## src/rtl/envelope_bank_if.sv

```systemverilog
// Note/step controls into the envelope bank and the per-visit level updates out of it.
interface envelope_bank_if #(
   parameter int VOICES = 8,
   parameter int WIDTH  = 24
);
   localparam int VW = (VOICES > 1) ? $clog2(VOICES) : 1;

   logic [VOICES-1:0] note_on;
   logic [VOICES-1:0] note_off;
   logic [WIDTH-1:0]  attack_step;
   logic [WIDTH-1:0]  decay_step;
   logic [WIDTH-1:0]  release_step;
   logic [WIDTH-1:0]  sustain_level;
   logic              env_valid;
   logic [VW-1:0]     env_voice;
   logic [WIDTH-1:0]  env_data;
   logic [VOICES-1:0] envelope_end;

   modport master (
      output note_on, note_off, attack_step, decay_step, release_step, sustain_level,
      input  env_valid, env_voice, env_data, envelope_end
   );

   modport slave (
      input  note_on, note_off, attack_step, decay_step, release_step, sustain_level,
      output env_valid, env_voice, env_data, envelope_end
   );
endinterface

```

## src/rtl/envelope_bank.sv

```systemverilog
// Time-multiplexed ADSR bank: one shared step datapath visits voice v when the
// tick counter equals v, and reports the new level one cycle later.
module envelope_bank #(
   parameter int VOICES    = 8,
   parameter int WIDTH     = 24,
   parameter int TICK_DIV  = 1042,
   parameter int RETRIGGER = 1
) (
   input  logic           clock_50_000_000,
   input  logic           reset,
   envelope_bank_if.slave bus
);
   localparam int VW = (VOICES > 1) ? $clog2(VOICES) : 1;
   localparam int CW = (TICK_DIV > 1) ? $clog2(TICK_DIV) : 1;

   typedef enum logic [2:0] {S_IDLE, S_ATTACK, S_DECAY, S_SUSTAIN, S_RELEASE} state_e;
   typedef enum logic [1:0] {EV_NONE, EV_ON, EV_OFF} event_e;

   state_e            state_q [VOICES];
   state_e            state_d [VOICES];
   logic [WIDTH-1:0]  level_q [VOICES];
   logic [WIDTH-1:0]  level_d [VOICES];
   event_e            pend_q  [VOICES];
   event_e            pend_d  [VOICES];
   logic [CW-1:0]     cnt_q, cnt_d;
   logic              valid_q, valid_d;
   logic [VW-1:0]     voice_q, voice_d;
   logic [WIDTH-1:0]  data_q, data_d;
   logic [VOICES-1:0] end_q, end_d;

   logic              visit;
   logic [VW-1:0]     vidx;
   state_e            cur_st, nxt_st;
   logic [WIDTH-1:0]  cur_lv, nxt_lv;
   logic [WIDTH:0]    atk_sum, dec_diff, rel_diff;
   logic              done;

   assign visit = int'(cnt_q) < VOICES;
   assign vidx  = cnt_q[VW-1:0];

   always_comb begin
      cnt_d   = (cnt_q == CW'(TICK_DIV - 1)) ? '0 : cnt_q + 1'b1;
      state_d = state_q;
      level_d = level_q;
      pend_d  = pend_q;
      valid_d = 1'b0;
      voice_d = voice_q;
      data_d  = data_q;
      end_d   = '0;

      // Pending event is applied before the step, so the visit that consumes it also moves the level.
      cur_st = state_q[vidx];
      cur_lv = level_q[vidx];
      if (pend_q[vidx] == EV_ON) begin
         cur_st = S_ATTACK;
         if (RETRIGGER != 0) cur_lv = '0;
      end else if (pend_q[vidx] == EV_OFF &&
                   (cur_st == S_ATTACK || cur_st == S_DECAY || cur_st == S_SUSTAIN)) begin
         cur_st = S_RELEASE;
      end

      atk_sum  = {1'b0, cur_lv} + {1'b0, bus.attack_step};
      dec_diff = {1'b0, cur_lv} - {1'b0, bus.decay_step};
      rel_diff = {1'b0, cur_lv} - {1'b0, bus.release_step};
      nxt_st   = cur_st;
      nxt_lv   = cur_lv;
      done     = 1'b0;

      unique case (cur_st)
         S_ATTACK: begin
            if (bus.attack_step == '0 || atk_sum >= {1'b0, {WIDTH{1'b1}}}) begin
               nxt_lv = '1;
               nxt_st = S_DECAY;
            end else begin
               nxt_lv = atk_sum[WIDTH-1:0];
            end
         end
         S_DECAY: begin
            if (bus.decay_step == '0 || dec_diff[WIDTH] ||
                dec_diff[WIDTH-1:0] <= bus.sustain_level) begin
               nxt_lv = bus.sustain_level;
               nxt_st = S_SUSTAIN;
            end else begin
               nxt_lv = dec_diff[WIDTH-1:0];
            end
         end
         S_SUSTAIN: nxt_lv = bus.sustain_level;
         S_RELEASE: begin
            if (bus.release_step == '0 || rel_diff[WIDTH] || rel_diff[WIDTH-1:0] == '0) begin
               nxt_lv = '0;
               nxt_st = S_IDLE;
               done   = 1'b1;
            end else begin
               nxt_lv = rel_diff[WIDTH-1:0];
            end
         end
         default: nxt_lv = '0;
      endcase

      // Newest pulse wins; a pulse landing on its own visit survives to the next tick.
      for (int v = 0; v < VOICES; v++) begin
         if (bus.note_on[v])                     pend_d[v] = EV_ON;
         else if (bus.note_off[v])               pend_d[v] = EV_OFF;
         else if (visit && vidx == VW'(v))       pend_d[v] = EV_NONE;
      end

      if (visit) begin
         state_d[vidx] = nxt_st;
         level_d[vidx] = nxt_lv;
         valid_d       = 1'b1;
         voice_d       = vidx;
         data_d        = nxt_lv;
         end_d[vidx]   = done;
      end
   end

   always_ff @(posedge clock_50_000_000) begin
      if (reset) begin
         for (int v = 0; v < VOICES; v++) begin
            state_q[v] <= S_IDLE;
            level_q[v] <= '0;
            pend_q[v]  <= EV_NONE;
         end
         cnt_q   <= '0;
         valid_q <= 1'b0;
         voice_q <= '0;
         data_q  <= '0;
         end_q   <= '0;
      end else begin
         state_q <= state_d;
         level_q <= level_d;
         pend_q  <= pend_d;
         cnt_q   <= cnt_d;
         valid_q <= valid_d;
         voice_q <= voice_d;
         data_q  <= data_d;
         end_q   <= end_d;
      end
   end

   assign bus.env_valid    = valid_q;
   assign bus.env_voice    = voice_q;
   assign bus.env_data     = data_q;
   assign bus.envelope_end = end_q;
endmodule

```

## src/flat_wrapper.sv

```systemverilog
// flat-port wrapper written by rule: the top's interface ports become plain ports
module envelope_bank_flat 
#(
   parameter int VOICES    = 8,
   parameter int WIDTH     = 24,
   parameter int TICK_DIV  = 1042,
   parameter int RETRIGGER = 1
)
  (clock_50_000_000, reset, bus_note_on, bus_note_off, bus_attack_step, bus_decay_step, bus_release_step, bus_sustain_level, bus_env_valid, bus_env_voice, bus_env_data, bus_envelope_end);
  envelope_bank_if #(.VOICES(VOICES), .WIDTH(WIDTH)) bus_i ();
  input  logic clock_50_000_000;
  input  logic reset;
  input wire logic [$bits(bus_i.note_on)-1:0] bus_note_on;
  input wire logic [$bits(bus_i.note_off)-1:0] bus_note_off;
  input wire logic [$bits(bus_i.attack_step)-1:0] bus_attack_step;
  input wire logic [$bits(bus_i.decay_step)-1:0] bus_decay_step;
  input wire logic [$bits(bus_i.release_step)-1:0] bus_release_step;
  input wire logic [$bits(bus_i.sustain_level)-1:0] bus_sustain_level;
  output wire logic [$bits(bus_i.env_valid)-1:0] bus_env_valid;
  output wire logic [$bits(bus_i.env_voice)-1:0] bus_env_voice;
  output wire logic [$bits(bus_i.env_data)-1:0] bus_env_data;
  output wire logic [$bits(bus_i.envelope_end)-1:0] bus_envelope_end;
  assign bus_i.note_on = bus_note_on;
  assign bus_i.note_off = bus_note_off;
  assign bus_i.attack_step = bus_attack_step;
  assign bus_i.decay_step = bus_decay_step;
  assign bus_i.release_step = bus_release_step;
  assign bus_i.sustain_level = bus_sustain_level;
  assign bus_env_valid = bus_i.env_valid;
  assign bus_env_voice = bus_i.env_voice;
  assign bus_env_data = bus_i.env_data;
  assign bus_envelope_end = bus_i.envelope_end;
  envelope_bank #(.VOICES(VOICES), .WIDTH(WIDTH), .TICK_DIV(TICK_DIV), .RETRIGGER(RETRIGGER)) u_core (.clock_50_000_000(clock_50_000_000), .reset(reset), .bus(bus_i));
endmodule
```

## config.mk

```make
export PLATFORM = sky130hd
export DESIGN_NAME = envelope_bank_flat
export DESIGN_NICKNAME = d
export VERILOG_FILES = /design/src/rtl/envelope_bank_if.sv /design/src/rtl/envelope_bank.sv /design/src/flat_wrapper.sv
export SDC_FILE = /design/constraint.sdc
export NUM_CORES = 1
export LEC_CHECK = 0
export ABC_AREA = 0
export BUFFER_PORTS_ARGS = -buffer_cell sky130_fd_sc_hd__clkbuf_2
export CORE_ASPECT_RATIO = 1.25
export CORE_MARGIN = 2
export CORE_UTILIZATION = 41
export CTS_CLUSTER_DIAMETER = 120
export DETAILED_ROUTE_END_ITERATION = 8
export SLEW_MARGIN = 20
export SYNTH_ARGS = -nofsm -noshare
export SYNTH_HDL_FRONTEND = slang
export SYNTH_SLANG_ARGS = --single-unit
```

## constraint.sdc

```tcl
create_clock -name clock_50_000_000 -period 13.8 [get_ports clock_50_000_000]
set_input_delay 1.38 -clock clock_50_000_000 [delete_from_list [all_inputs] [get_ports clock_50_000_000]]
set_output_delay 1.38 -clock clock_50_000_000 [all_outputs]
set_load 0.005 [all_outputs]
```

==> results.txt <==
- TritonCTS built the clock tree.
- Synthesis inferred 279 register bits.
- Final Hold Vio Count: 0
- Static Leakage: 8.216 nW
* Wire per inst: 25.15 um
- By area, the combinational part of the netlist is dominated by compound AO/OA/AOI/OAI gates.
* Share of the clock period used by the worst path after layout: 69.62%
* Share of synthesized area occupied by flip-flops and latches: 30.88%
* Count of antenna diodes in the layout: 0
* Layout cell share with drive strength beyond 1: 14.62%
* Hold Path Sink: u_core.bus.env_voice[2]
- Once the floorplan was initialized, standard cells occupied 41.30% of the core.
- The tool flagged a number of max-cap violations equal to 0.
- Clk sinks: 279
- GRT overflow: 0
* Commonest cells post-synth: sky130_fd_sc_hd__dfxtp_1, sky130_fd_sc_hd__nor2_1, sky130_fd_sc_hd__clkbuf_1, sky130_fd_sc_hd__a21oi_1, sky130_fd_sc_hd__nand2_1
- Total half-perimeter wirelength after legalization and detailed placement: 54010 um
* All-layer global routing usage: 30.86%
- Core region area: 43790 um2
- Syn Std Cell Area: 18090 um2
* Cell type of the slowest stage on the worst timing path: sky130_fd_sc_hd__nor4_1
* Antenna violations before repair: 0
- Clk slew on worst S/H paths: 0.07 ns
- Yosys mapped a number of flops with a built-in enable equal to 0.
* Area leader, netlist: sky130_fd_sc_hd__dfxtp_1
* H-tree levels: 1
- Along the worst path, the maximum fanout reaches 22.
* Overall power after layout: 3.318 mW
- At the worst endpoint, the required time is 14.16 ns.
- Cts repair resizes: 0
* Maximum number of pins on one net before global-route repair: 123
- Slew @ Worst Pin: 1.134 ns
- Mux contribution to synthesized area: 2.649%
* Maximum ir drop on the vdd rail: 0.09903 mV
- At the worst endpoint, the arrival time is 9.97 ns.
* Cts-stage hold buffer count: 0
- Worst Min Path Start: u_core.bus.env_voice[2]
* Number of distinct library cell variants in the gate-level netlist after synthesis: 102
* Worst max-slew margin expressed relative to the limit: 23.72%
- The die covers 45820 um2.
- Number of pins with negative max-slew slack in the final report: 0
- In this run the count of I/O pins placed on the die edge is 150.
- Number of core rows: 86
* Post-Synth XOR/XNOR Area: 2.836%
- In this run the remaining antenna-violating nets after routing total 0.
* Top cell by count, worst path: sky130_fd_sc_hd__nor2_1
- Number of cells on the worst reg-to-reg path: 25
- Most used standard cell by instance count after synthesis: sky130_fd_sc_hd__dfxtp_1
- After synthesis, the share of flip-flops with an asynchronous set or reset is 0%.
* Global placer's final weighted congestion: 0.9869
* Via count of the routed design: 18190
- By startpoint and endpoint, the worst setup path is classified as reg2reg.
- # Post-CTS Setup Buffers: 0
* Synth Area in Compound Gates: 32.18%
- Max Root-Sink Buffers: 3
- Maximum clock frequency: 104.1 MHz
- Vias in the first global route: 17520
- The endpoint identified for the worst register-to-register timing path is u_core.level_q[88].
- Total CTS buffers: 26
* Number of instances in the synthesized netlist: 2214
- The die is 191.9 um wide.
* Signed area change from the synthesized netlist to the final layout: 12.04%
- For the final routed database, the setup TNS stands at 0 ns.
- Hold Path Depth: 2
- Setup repair after global routing missed its margin: false
- Adder and majority cell fraction of the synthesized area: 7.236%
- The first global-routing pass estimated 107300 um of wire.
- Clk Tree Root Cell: sky130_fd_sc_hd__clkbuf_16
- Vias/cell: 6.338
- Worst min-delay path category: reg2reg
- Power density relative to cell area: 163.7 nW/um2
- After Yosys synthesis, and, or, nand and nor cells account for 18.05% of the synthesized area.
- When the netlist entered floorplanning its net count stood at 2430.
- Final net count: 2494
- In the post-synthesis netlist, the biggest area contributors are sky130_fd_sc_hd__dfxtp_1, sky130_fd_sc_hd__ha_1, sky130_fd_sc_hd__nor2_1.
- Setup violations remaining at the end of the flow were counted as 0.
- Post-synthesis area per instance: 8.170 um2
- The clock reaches the later pin of the worst-skew pair after 0.54 ns.
* Worst setup SP type: flop
- For the final database, setup skew stands at 0.008220 ns.
- For this run, the detailed router's first-pass iteration total came to 6.
- The floorplan step set the die height to 238.8 um.
- R2R Setup Slk: 4.19 ns
- Drc violations: 0
- Reg-to-reg startpoint: u_core.cnt_q[0]
- During synthesis, Yosys emitted a total of 0 warnings.
- Setup crit end kind: flop
- Share of the synthesized area in the top cell type: 30.88%
* Shortest clock period the worst path allows after layout: 9.607 ns
- Wirelength, routed: 72190 um
* Most used flip-flop cell after synthesis: sky130_fd_sc_hd__dfxtp_1
* DR iter-0 viols: 1858
- In this design, the stage delay of the slowest critical-path cell is 1.02 ns.
- Run status: finished, final reports clean
* Number of buffers added on ports: 149
-- report_power, final --
group          leakage, nW  internal [mW]  switching [mW]
sequential            2.27          0.877          0.0508
combinational         5.51          0.534            1.09
clock                0.433          0.445           0.326
-- metal layers --
layer  up-vias  GRT usage (%)  part of all wire (%)
met5         -              0                     0
met4         0          20.51                   7.3
met3       175          4.081                   6.5
met2       731          51.46                    47
met1      8765          36.94                    39
li1       8519              -                     -
-- worst max-delay path, delay by kind of cell, from the launching register on --
| family | cells | cell delay [ns] |
|---|---|---|
| simple gates | 9 | 3.63 |
| compound gates | 9 | 2.43 |
| xor+xnor | 1 | 0.11 |
| flops | 1 | 0.61 |
| buf+inv | 2 | 0.72 |
| mux | 2 | 1.16 |
| fa+ha+maj | 2 | 0.74 |
-- stage by stage --
| step | util, % | instance area, um2 | instances | worst slack [ns] | hold slack, ns |
|---|---|---|---|---|---|
| finish | 46.27 | 20270 | 2870 | 4.193 | 0.4607 |
| global route | 46.27 | 20270 | 2870 | 3.816 | 0.4863 |
| CTS | 46.25 | 20260 | 2870 | 4.479 | 0.4599 |
| detailed placement | 44.19 | 19350 | 2822 | 4.478 | 0.4506 |
| global placement | 44.17 | 19340 | 2822 | 4.535 | 0.4478 |
| floorplan | - | 18090 | 2214 | 7.051 | 0.4499 |
-- registers in the layout, indices dropped and copies added (netlist names) --
signal	flops
u_core.level_q	192
u_core.bus.env_data	24
u_core.state_q	24
u_core.pend_q	16
u_core.cnt_q	11
u_core.bus.envelope_end	8
u_core.bus.env_voice	3
u_core.bus.env_valid	1
-- worst max path at each step --
stage	from	end	slack (ns)	cells after the start
after global routing	u_core.cnt_q[0]	u_core.level_q[78]	3.82	25
after global placement	u_core.cnt_q[0]	u_core.bus.env_data[16]	4.53	25
final	u_core.cnt_q[0]	u_core.level_q[88]	4.19	25
after detailed placement	u_core.cnt_q[0]	u_core.level_q[102]	4.48	25
after CTS	u_core.cnt_q[0]	u_core.level_q[88]	4.48	25
after floorplan	u_core.cnt_q[0]	u_core.level_q[170]	7.05	31
-- cell families after synthesis --
| kind of cell | Yosys count |
|---|---|
| AO/OA/AOI/OAI | 789 |
| AND/OR/NAND/NOR | 675 |
| buffers and inverters | 279 |
| flip-flops | 279 |
| adder cells (fa/ha/maj) | 103 |
| XOR/XNOR | 57 |
| multiplexers | 32 |
-- placed cells by master (no fill, tap or decap), types with 28 or more instances in the layout --
cell and n:
sky130_fd_sc_hd__nand3_1 47, sky130_fd_sc_hd__dfxtp_1 279, sky130_fd_sc_hd__a31oi_1 91, sky130_fd_sc_hd__a21o_1 28, sky130_fd_sc_hd__o22ai_1 50, sky130_fd_sc_hd__nor2_1 270
sky130_fd_sc_hd__xnor2_1 36, sky130_fd_sc_hd__nor4_1 44, sky130_fd_sc_hd__nand2_1 115, sky130_fd_sc_hd__a311oi_1 79, sky130_fd_sc_hd__nor3_1 44, sky130_fd_sc_hd__inv_1 113
sky130_fd_sc_hd__o21ai_0 73, sky130_fd_sc_hd__o21bai_1 77, sky130_fd_sc_hd__a21oi_1 120, sky130_fd_sc_hd__buf_4 52, sky130_fd_sc_hd__a211oi_1 75, sky130_fd_sc_hd__ha_1 99
sky130_fd_sc_hd__clkbuf_2 148
-- cell type report --
type                    instances  area [um2]
multi-input cells            1656       11490
clock inverters                15       187.7
inverters                     114       427.9
repair buffers                201        1142
fillers                      4303       23530
flip-flops and latches        279        5585
well taps                     572       715.7
clock buffers                  33       718.2
No activity file was read; power rests on OpenSTA's default activity.
